[src/rtl/cpu_bus_pkg.sv]
// Shared types for the SRAM-like bus arbiter: FSM states, grant encoding,
// transfer-size codes and the latched request record.
package cpu_bus_pkg;

    typedef enum logic [1:0] {
        ST_IDLE = 2'd0,
        ST_REQ  = 2'd1,
        ST_RESP = 2'd2
    } arb_state_e;

    localparam logic GRANT_INST = 1'b0;
    localparam logic GRANT_DATA = 1'b1;

    localparam logic [1:0] SIZE_BYTE = 2'b00;
    localparam logic [1:0] SIZE_HALF = 2'b01;
    localparam logic [1:0] SIZE_WORD = 2'b10;

    typedef struct packed {
        logic        wr;
        logic [1:0]  size;
        logic [31:0] addr;
        logic [31:0] wdata;
    } sram_cmd_t;

    function automatic sram_cmd_t pack_cmd(input logic        wr,
                                           input logic [1:0]  size,
                                           input logic [31:0] addr,
                                           input logic [31:0] wdata);
        sram_cmd_t c;
        c.wr    = wr;
        c.size  = size;
        c.addr  = addr;
        c.wdata = wdata;
        return c;
    endfunction

endpackage

[src/rtl/sram_like_arbiter_if.sv]
// One SRAM-like port: request fields flow master->slave, accept/response
// flow slave->master.
interface sram_like_arbiter_if;
    logic        req;
    logic        wr;
    logic [1:0]  size;
    logic [31:0] addr;
    logic [31:0] wdata;
    logic [31:0] rdata;
    logic        addr_ok;
    logic        data_ok;

    modport master (
        output req, wr, size, addr, wdata,
        input  rdata, addr_ok, data_ok
    );

    modport slave (
        input  req, wr, size, addr, wdata,
        output rdata, addr_ok, data_ok
    );
endinterface

[src/rtl/arb_pick2.sv]
// Combinational two-way picker. Tie-break: data always wins by default;
// with SRAM_ARB_RR_EN defined the port that did not win last time wins.
module arb_pick2
    import cpu_bus_pkg::*;
(
    input  logic req_i,
    input  logic req_d,
    input  logic last_grant,
    output logic valid,
    output logic grant
);

`ifndef SRAM_ARB_RR_EN
    // Fixed priority never looks at history.
    logic unused_last_grant;
    assign unused_last_grant = last_grant;
`endif

    always_comb begin
        valid = req_i | req_d;
        grant = GRANT_INST;
        if (req_i && req_d) begin
`ifdef SRAM_ARB_RR_EN
            grant = ~last_grant;
`else
            grant = GRANT_DATA;
`endif
        end else if (req_d) begin
            grant = GRANT_DATA;
        end
    end

endmodule

[src/rtl/sram_like_arbiter.sv]
// Shares one SRAM-like memory port between instruction and data ports with
// one transaction outstanding. Tie policy selectable via SRAM_ARB_RR_EN.
module sram_like_arbiter
    import cpu_bus_pkg::*;
(
    input  logic                       clk,
    input  logic                       rst,
    sram_like_arbiter_if.slave         inst_bus,
    sram_like_arbiter_if.slave         data_bus,
    sram_like_arbiter_if.master        mem_bus
);

    arb_state_e state_q, state_d;
    logic       owner_q, owner_d;
    logic       last_grant_q, last_grant_d;
    sram_cmd_t  cmd_q, cmd_d;

    sram_cmd_t  inst_cmd, data_cmd;
    logic       pick_valid, pick_grant;
    logic       inst_addr_ok, data_addr_ok, inst_data_ok, data_data_ok;

    assign inst_cmd = pack_cmd(inst_bus.wr, inst_bus.size, inst_bus.addr, inst_bus.wdata);
    assign data_cmd = pack_cmd(data_bus.wr, data_bus.size, data_bus.addr, data_bus.wdata);

    arb_pick2 u_pick (
        .req_i      (inst_bus.req),
        .req_d      (data_bus.req),
        .last_grant (last_grant_q),
        .valid      (pick_valid),
        .grant      (pick_grant)
    );

    always_comb begin
        state_d      = state_q;
        owner_d      = owner_q;
        last_grant_d = last_grant_q;
        cmd_d        = cmd_q;
        inst_addr_ok = 1'b0;
        data_addr_ok = 1'b0;
        inst_data_ok = 1'b0;
        data_data_ok = 1'b0;
        case (state_q)
            ST_IDLE: begin
                if (pick_valid) begin
                    state_d      = ST_REQ;
                    owner_d      = pick_grant;
                    last_grant_d = pick_grant;
                    if (pick_grant == GRANT_DATA) begin
                        data_addr_ok = 1'b1;
                        cmd_d        = data_cmd;
                    end else begin
                        inst_addr_ok = 1'b1;
                        cmd_d        = inst_cmd;
                    end
                end
            end
            ST_REQ: begin
                if (mem_bus.addr_ok) begin
                    state_d = ST_RESP;
                end
            end
            ST_RESP: begin
                // Responses outside RESP are strays and fall through untouched.
                if (mem_bus.data_ok) begin
                    state_d = ST_IDLE;
                    if (owner_q == GRANT_DATA) begin
                        data_data_ok = 1'b1;
                    end else begin
                        inst_data_ok = 1'b1;
                    end
                end
            end
            default: begin
                state_d = ST_IDLE;
            end
        endcase
        // A reset cycle aborts the transaction: nothing is accepted or completed.
        if (rst) begin
            inst_addr_ok = 1'b0;
            data_addr_ok = 1'b0;
            inst_data_ok = 1'b0;
            data_data_ok = 1'b0;
        end
    end

    always_ff @(posedge clk) begin
        if (rst) begin
            state_q      <= ST_IDLE;
            owner_q      <= GRANT_INST;
            last_grant_q <= GRANT_INST;
            cmd_q        <= '0;
        end else begin
            state_q      <= state_d;
            owner_q      <= owner_d;
            last_grant_q <= last_grant_d;
            cmd_q        <= cmd_d;
        end
    end

    assign mem_bus.req   = (state_q == ST_REQ);
    assign mem_bus.wr    = cmd_q.wr;
    assign mem_bus.size  = cmd_q.size;
    assign mem_bus.addr  = cmd_q.addr;
    assign mem_bus.wdata = cmd_q.wdata;

    assign inst_bus.addr_ok = inst_addr_ok;
    assign data_bus.addr_ok = data_addr_ok;
    assign inst_bus.data_ok = inst_data_ok;
    assign data_bus.data_ok = data_data_ok;
    assign inst_bus.rdata   = mem_bus.rdata;
    assign data_bus.rdata   = mem_bus.rdata;

endmodule
[src/flat_wrapper.sv]
// flat-port wrapper written by rule: the top's interface ports become plain ports
module sram_like_arbiter_flat import cpu_bus_pkg::*;
  (clk, rst, inst_bus_req, inst_bus_wr, inst_bus_size, inst_bus_addr, inst_bus_wdata, inst_bus_rdata, inst_bus_addr_ok, inst_bus_data_ok, data_bus_req, data_bus_wr, data_bus_size, data_bus_addr, data_bus_wdata, data_bus_rdata, data_bus_addr_ok, data_bus_data_ok, mem_bus_req, mem_bus_wr, mem_bus_size, mem_bus_addr, mem_bus_wdata, mem_bus_rdata, mem_bus_addr_ok, mem_bus_data_ok);
  sram_like_arbiter_if inst_bus_i ();
  sram_like_arbiter_if data_bus_i ();
  sram_like_arbiter_if mem_bus_i ();
  input  logic clk;
  input  logic rst;
  input wire logic [$bits(inst_bus_i.req)-1:0] inst_bus_req;
  input wire logic [$bits(inst_bus_i.wr)-1:0] inst_bus_wr;
  input wire logic [$bits(inst_bus_i.size)-1:0] inst_bus_size;
  input wire logic [$bits(inst_bus_i.addr)-1:0] inst_bus_addr;
  input wire logic [$bits(inst_bus_i.wdata)-1:0] inst_bus_wdata;
  output wire logic [$bits(inst_bus_i.rdata)-1:0] inst_bus_rdata;
  output wire logic [$bits(inst_bus_i.addr_ok)-1:0] inst_bus_addr_ok;
  output wire logic [$bits(inst_bus_i.data_ok)-1:0] inst_bus_data_ok;
  input wire logic [$bits(data_bus_i.req)-1:0] data_bus_req;
  input wire logic [$bits(data_bus_i.wr)-1:0] data_bus_wr;
  input wire logic [$bits(data_bus_i.size)-1:0] data_bus_size;
  input wire logic [$bits(data_bus_i.addr)-1:0] data_bus_addr;
  input wire logic [$bits(data_bus_i.wdata)-1:0] data_bus_wdata;
  output wire logic [$bits(data_bus_i.rdata)-1:0] data_bus_rdata;
  output wire logic [$bits(data_bus_i.addr_ok)-1:0] data_bus_addr_ok;
  output wire logic [$bits(data_bus_i.data_ok)-1:0] data_bus_data_ok;
  output wire logic [$bits(mem_bus_i.req)-1:0] mem_bus_req;
  output wire logic [$bits(mem_bus_i.wr)-1:0] mem_bus_wr;
  output wire logic [$bits(mem_bus_i.size)-1:0] mem_bus_size;
  output wire logic [$bits(mem_bus_i.addr)-1:0] mem_bus_addr;
  output wire logic [$bits(mem_bus_i.wdata)-1:0] mem_bus_wdata;
  input wire logic [$bits(mem_bus_i.rdata)-1:0] mem_bus_rdata;
  input wire logic [$bits(mem_bus_i.addr_ok)-1:0] mem_bus_addr_ok;
  input wire logic [$bits(mem_bus_i.data_ok)-1:0] mem_bus_data_ok;
  assign inst_bus_i.req = inst_bus_req;
  assign inst_bus_i.wr = inst_bus_wr;
  assign inst_bus_i.size = inst_bus_size;
  assign inst_bus_i.addr = inst_bus_addr;
  assign inst_bus_i.wdata = inst_bus_wdata;
  assign inst_bus_rdata = inst_bus_i.rdata;
  assign inst_bus_addr_ok = inst_bus_i.addr_ok;
  assign inst_bus_data_ok = inst_bus_i.data_ok;
  assign data_bus_i.req = data_bus_req;
  assign data_bus_i.wr = data_bus_wr;
  assign data_bus_i.size = data_bus_size;
  assign data_bus_i.addr = data_bus_addr;
  assign data_bus_i.wdata = data_bus_wdata;
  assign data_bus_rdata = data_bus_i.rdata;
  assign data_bus_addr_ok = data_bus_i.addr_ok;
  assign data_bus_data_ok = data_bus_i.data_ok;
  assign mem_bus_req = mem_bus_i.req;
  assign mem_bus_wr = mem_bus_i.wr;
  assign mem_bus_size = mem_bus_i.size;
  assign mem_bus_addr = mem_bus_i.addr;
  assign mem_bus_wdata = mem_bus_i.wdata;
  assign mem_bus_i.rdata = mem_bus_rdata;
  assign mem_bus_i.addr_ok = mem_bus_addr_ok;
  assign mem_bus_i.data_ok = mem_bus_data_ok;
  sram_like_arbiter u_core (.clk(clk), .rst(rst), .inst_bus(inst_bus_i), .data_bus(data_bus_i), .mem_bus(mem_bus_i));
endmodule
[config.mk]
export PLATFORM = sky130hd
export DESIGN_NAME = sram_like_arbiter_flat
export DESIGN_NICKNAME = d
export VERILOG_FILES = /design/src/rtl/cpu_bus_pkg.sv /design/src/rtl/sram_like_arbiter_if.sv /design/src/rtl/arb_pick2.sv /design/src/rtl/sram_like_arbiter.sv /design/src/flat_wrapper.sv
export SDC_FILE = /design/constraint.sdc
export NUM_CORES = 1
export LEC_CHECK = 0
export ABC_AREA = 1
export BUFFER_PORTS_ARGS = -buffer_cell sky130_fd_sc_hd__clkbuf_2
export CORE_AREA = 2 2 119 121
export CTS_BUF_LIST = sky130_fd_sc_hd__clkbuf_8
export CTS_CLUSTER_DIAMETER = 120
export DETAILED_ROUTE_END_ITERATION = 8
export DIE_AREA = 0 0 121 123
export PLACE_DENSITY = 0.77
export SYNTH_ARGS = -nofsm -noshare
export SYNTH_HDL_FRONTEND = slang
export SYNTH_SLANG_ARGS = --single-unit
[constraint.sdc]
create_clock -name clk -period 1 [get_ports clk]
set_input_delay 0.25 -clock clk [delete_from_list [all_inputs] [get_ports clk]]
set_output_delay 0.25 -clock clk [all_outputs]
set_load 0.01 [all_outputs]
# After elaboration in Yosys (flattened, before gate mapping)
# Cells that the tools add are included.
# op_classes
reduce_logical,4
bitwise_logic,1
eq_ne,5
muxes,23
# op_table
operator,count
$mux W67,1
$mux W1,18
$mux W2,3
$pmux W2 S3,1
$ne A2 B1 Y1 const B,2
$reduce_and A3 Y1,1
$eq A2 B1 Y1 const B,1
$eq A2 B2 Y1 const B,1
$logic_not A2 Y1,1
$ne A2 B2 Y1 const B,1
$reduce_and A2 Y1,1
$logic_and A1 B1 Y1,1
$or A1 B1 Y1,1
# totals
word_cells,39
reg_bits,70
in_bits,172
output_inout_bits,136

# Logic depth before layout (Yosys ltp)
# logic_depth
ltp_word,6
ltp_mapped,8
mapped_depth_nobuf,6

# Modules after synthesis
# A second synthesis with hierarchy kept.
# hier_totals
hier_cells,537
hier_area_um2,3791.1
# modules_own_cells
mod,cells_per_inst,area_per_inst_um2,instances,seq_area_each_um2
sram_like_arbiter,533,3776.1,1,1401.3
arb_pick2,4,15.0,1,0.0

# Least setup slack after synthesis
# OpenSTA, ideal clock, no wires.
# synth_timing
kind,in2out
startpoint,in data_bus_req
endpoint,out inst_bus_addr_ok
setup_slack_ps,-119
path_stages,5
t_arrival_ps,869
t_required_ps,750
path_cell_list,buf_4 inv_4 buf_2 nand3_1 nor2_1
# synth_between
elab_chain_cells,6
# synth_rtl
element,line,text
start: declaration,flat_wrapper.sv:17,input wire logic [$bits(data_bus_i.req)-1:0] data_bus_req;
$mux W1 / $logic_and A1 B1 Y1 (equally long branches),"arb_pick2.sv:28, arb_pick2.sv:22",
$mux W1,arb_pick2.sv:22,if (req_i && req_d) begin
$mux W1,sram_like_arbiter.sv:48,if (pick_grant == GRANT_DATA) begin
$mux W1 (*),sram_like_arbiter.sv:44,if (pick_valid) begin
$mux W1 (*),sram_like_arbiter.sv:42,case (state_q)
$mux W1 (*),sram_like_arbiter.sv:78,if (rst) begin
end: declaration,flat_wrapper.sv:15,output wire logic [$bits(inst_bus_i.addr_ok)-1:0] inst_bus_addr_ok;
# Every way passes the cells marked *; elsewhere a longest branch is shown, timed or not.

# Final worst setup path
# layout_timing
startpoint,reg u_core.state_q[1]
endpoint,out inst_bus_addr_ok
# layout_between
elab_chain_cells,3
# layout_rtl
element,line,text
start: declaration,sram_like_arbiter.sv:13,"arb_state_e state_q, state_d;"
start signal: assignment,sram_like_arbiter.sv:93,state_q <= state_d;
$logic_not A2 Y1,sram_like_arbiter.sv:42,
$mux W1,sram_like_arbiter.sv:42,
$mux W1,sram_like_arbiter.sv:78,
# Every way passes these cells.

==> impl_metrics.json <==
{
  "outcome": "finished, violations left",
  "violations": "negative setup slack",
  "yosysSeqAreaShare_pct": 33.19,
  "htreeDepth": 3,
  "swShare_pct": 33.58,
  "dpl_cell_area_um2": 5119,
  "core_um2": 13610,
  "cellPowerDensity_nw_per_um2": 1370,
  "synth_cells": 730,
  "dr_wl_met3_mm": 1.111,
  "skew_ps": 3.603,
  "fillers": 1250,
  "worst_setup_path_start_kind": "flop",
  "syn_to_final_growth_pct": 71.14,
  "cts_tree": "yes",
  "pin_count": 308,
  "clk_pin_slew_worst_paths_ps": 70,
  "drc_errors": 0,
  "critPathKind": "flop to output pin",
  "maxCapViolCount": 0,
  "fin_crit_ps": 1429,
  "hold_buffers": 0,
  "fin_area_um2": 7227,
  "top_layer": "met4",
  "yosysWarnings": 0,
  "drt-met1-wl_mm": 5.285,
  "syn-cell-area_um2": 4223,
  "die_h_um": 123,
  "hold_viol_final": 0,
  "cp_max_fo": 3,
  "grt_max_degree": 40,
  "place_ws_ps": -239.7,
  "gp_congestion": 0.8148,
  "synth_top_area_cell": "dfxtp_1",
  "drtIter0Drc": 170,
  "finish.utilization_pct": 53.09,
  "peakVddDrop_v": 0.0008525,
  "combinationalPowerShare_pct": 43.2,
  "fin_nets": 1093,
  "p_seq_share_pct": 34.9,
  "endpoint_kind": "output pin",
  "port_buffers": 211,
  "dp_hpwl_mm": 8.713,
  "p_leak_nw": 3.845,
  "rrSetupSlack_ps": -360,
  "timing.fmax_mhz": 699.8,
  "antenna_found_initial": 0,
  "rsz0062_at_grt": "true",
  "root_buffer": "clkbuf_8",
  "insertion_delay_ps": 360,
  "wl_per_cell_um": 13.51,
  "syn-num-nets": 902,
  "grt_pass1_vias": 4407,
  "p_int_mw": 6.578,
  "cts_sinks": 70,
  "finalWorstSetupSlack_ps": -428.9,
  "viasPerCell": 4.359,
  "cp.arrival_ps": 1180,
  "fp-row-count": 43,
  "overflow": 0,
  "first_pass_iters": 4,
  "cts_buffers": 9,
  "final_layout_size_suffix_gt1_share_pct": 55.89,
  "setup_viol": 142,
  "synth_top_cell_area_share_pct": 33.19,
  "post-route-period-util_pct": 142.9,
  "grt_pass1_wl_mm": 21.19,
  "ant_nets": 0,
  "max_slew_margin_pct": 67.19,
  "critical_path_required_ps": 750,
  "power.share.clock_pct": 21.9,
  "initial_core_util_pct": 31.02,
  "cts_max_path_buffers": 2,
  "worstMarginPinSlew_ps": 490.4,
  "synth.area.top_cells": "dfxtp_1, nand2_1, buf_4, nor2_1, inv_1",
  "drv_slew": 0,
  "die_area_um2": 14880,
  "vias": 4817,
  "synthDistinctLibCells": 18,
  "setup_tns_ps": -25210,
  "ys_ff_latch": 70,
  "min_path_type": "input pin to flop",
  "die_x_um": 121,
  "grt_usage_pct": 18.63,
  "wirelength_mm": 14.93,
  "antennaDiodeCount": 0,
  "power_switching_mw": 3.326,
  "route.met2.wl_mm": 7.856,
  "synth.avg_cell_area_um2": 5.785
}
-- what timing repair did --
item                       in CTS  in global routing
setup buffers                  18                  5
setup endpoints to repair     141                142
pin swaps                      15                 32
gates resized for setup       208                252
cloned                         21                  0
-- flip-flops by register name, summed over array words and instances (netlist names) --
register,flops
u_core.mem_bus.addr,32
u_core.mem_bus.size,2
u_core.owner_q,1
u_core.mem_bus.wr,1
u_core.state_q,2
u_core.mem_bus.wdata,32
-- worst max-delay path, cell delays in order (launching register included) --
cell	delay [ps]
dfxtp_2	340
nor2_4	180
nand3_2	80
nor2_2	70
buf_2	140
-- path summary, 6_finish.rpt --
kind,start,to,cells after the start
hold / removal,mem_bus_addr_ok,u_core.state_q[1],3
hold reg to reg,u_core.mem_bus.wdata[22],u_core.mem_bus.wdata[22],4
setup / recovery,u_core.state_q[1],inst_bus_addr_ok,4
setup reg to reg,u_core.state_q[1],u_core.mem_bus.wdata[6],7
-- metrics by stage --
step | std cells | hold WS, ps | total power, mW
6_report | 1105 | 144.6 | 9.904
5_1_grt | 1105 | 117.3 | 10.51
4_1_cts | 1104 | 104.0 | 9.197
3_5_place_dp | 1050 | 476.7 | 5.630
3_3_place_gp | 1050 | 465.7 | 5.596
2_1_floorplan | 730 | 311.7 | 4.953
-- kinds of logic after synthesis --
logic type | Yosys count | synth area share [%]
buffers and inverters | 173 | 22.93
AOI/OAI and AO/OA | 2 | 0.2370
and+or+nand+nor | 485 | 43.64
DFF | 70 | 33.19
-- area by class of cell --
class | instances | area [µm²] | share of cell area [%]
clock buffer | 13 | 178.9 | 2.476
multi-input combinational | 491 | 2576 | 35.65
clock inverter | 2 | 7.507 | 0.1039
inverter | 73 | 279.0 | 3.861
timing repair buffer | 276 | 2472 | 34.21
tap | 180 | 225.2 | 3.116
sequential | 70 | 1488 | 20.59
-- cell usage in the layout, fill, tap and decap left out --
cell,Yosys,layout
dfxtp_1,70,1
nand2_8,0,5
nand2_1,339,261
clkbuf_8,0,13
buf_8,0,11
buf_2,16,2
nor2_4,0,25
nor2_2,1,39
nand3_2,0,3
a21oi_2,0,2
inv_4,1,2
buf_16,0,12
buf_12,0,13
nor2_1,137,74
inv_1,71,71
nand2_4,1,22
dfxtp_2,0,69
nand3_4,0,1
nand3b_1,1,1
nor3_4,0,1
clkbuf_2,0,140
buf_4,69,26
inv_2,1,2
buf_6,5,72
nand2_2,1,57
-- power groups by stage --
stage	Clock [mW]	Sequential (mW)	Combinational, mW
finish	2.17	3.46	4.28
global route	2.38	3.49	4.64
CTS	2.27	3.37	3.55
detailed placement	0	3.36	2.27
global placement	0	3.35	2.24
floorplan	0	3.50	1.45
-- routing by layer --
metal,GRT usage (%),vias up
li1,-,2428
met1,18.40,2132
met2,33.88,194
met3,7.149,63
met4,9.666,0
met5,0,-
-- synthesized netlist by cell type --
| cell | count |
|---|---|
| dfxtp_1 | 70 |
| inv_2 | 1 |
| nand2_1 | 339 |
| buf_4 | 69 |
| inv_4 | 1 |
| nor2_2 | 1 |
| nand3b_1 | 1 |
| nor3_1 | 1 |
| nand2_4 | 1 |
| nand2_2 | 1 |
| buf_6 | 5 |
| buf_2 | 16 |
| a21oi_1 | 2 |
| nor2_1 | 137 |
| clkbuf_1 | 8 |
| buf_1 | 2 |
| nand3_1 | 4 |
| inv_1 | 71 |
(Power assumes the default switching activity.)
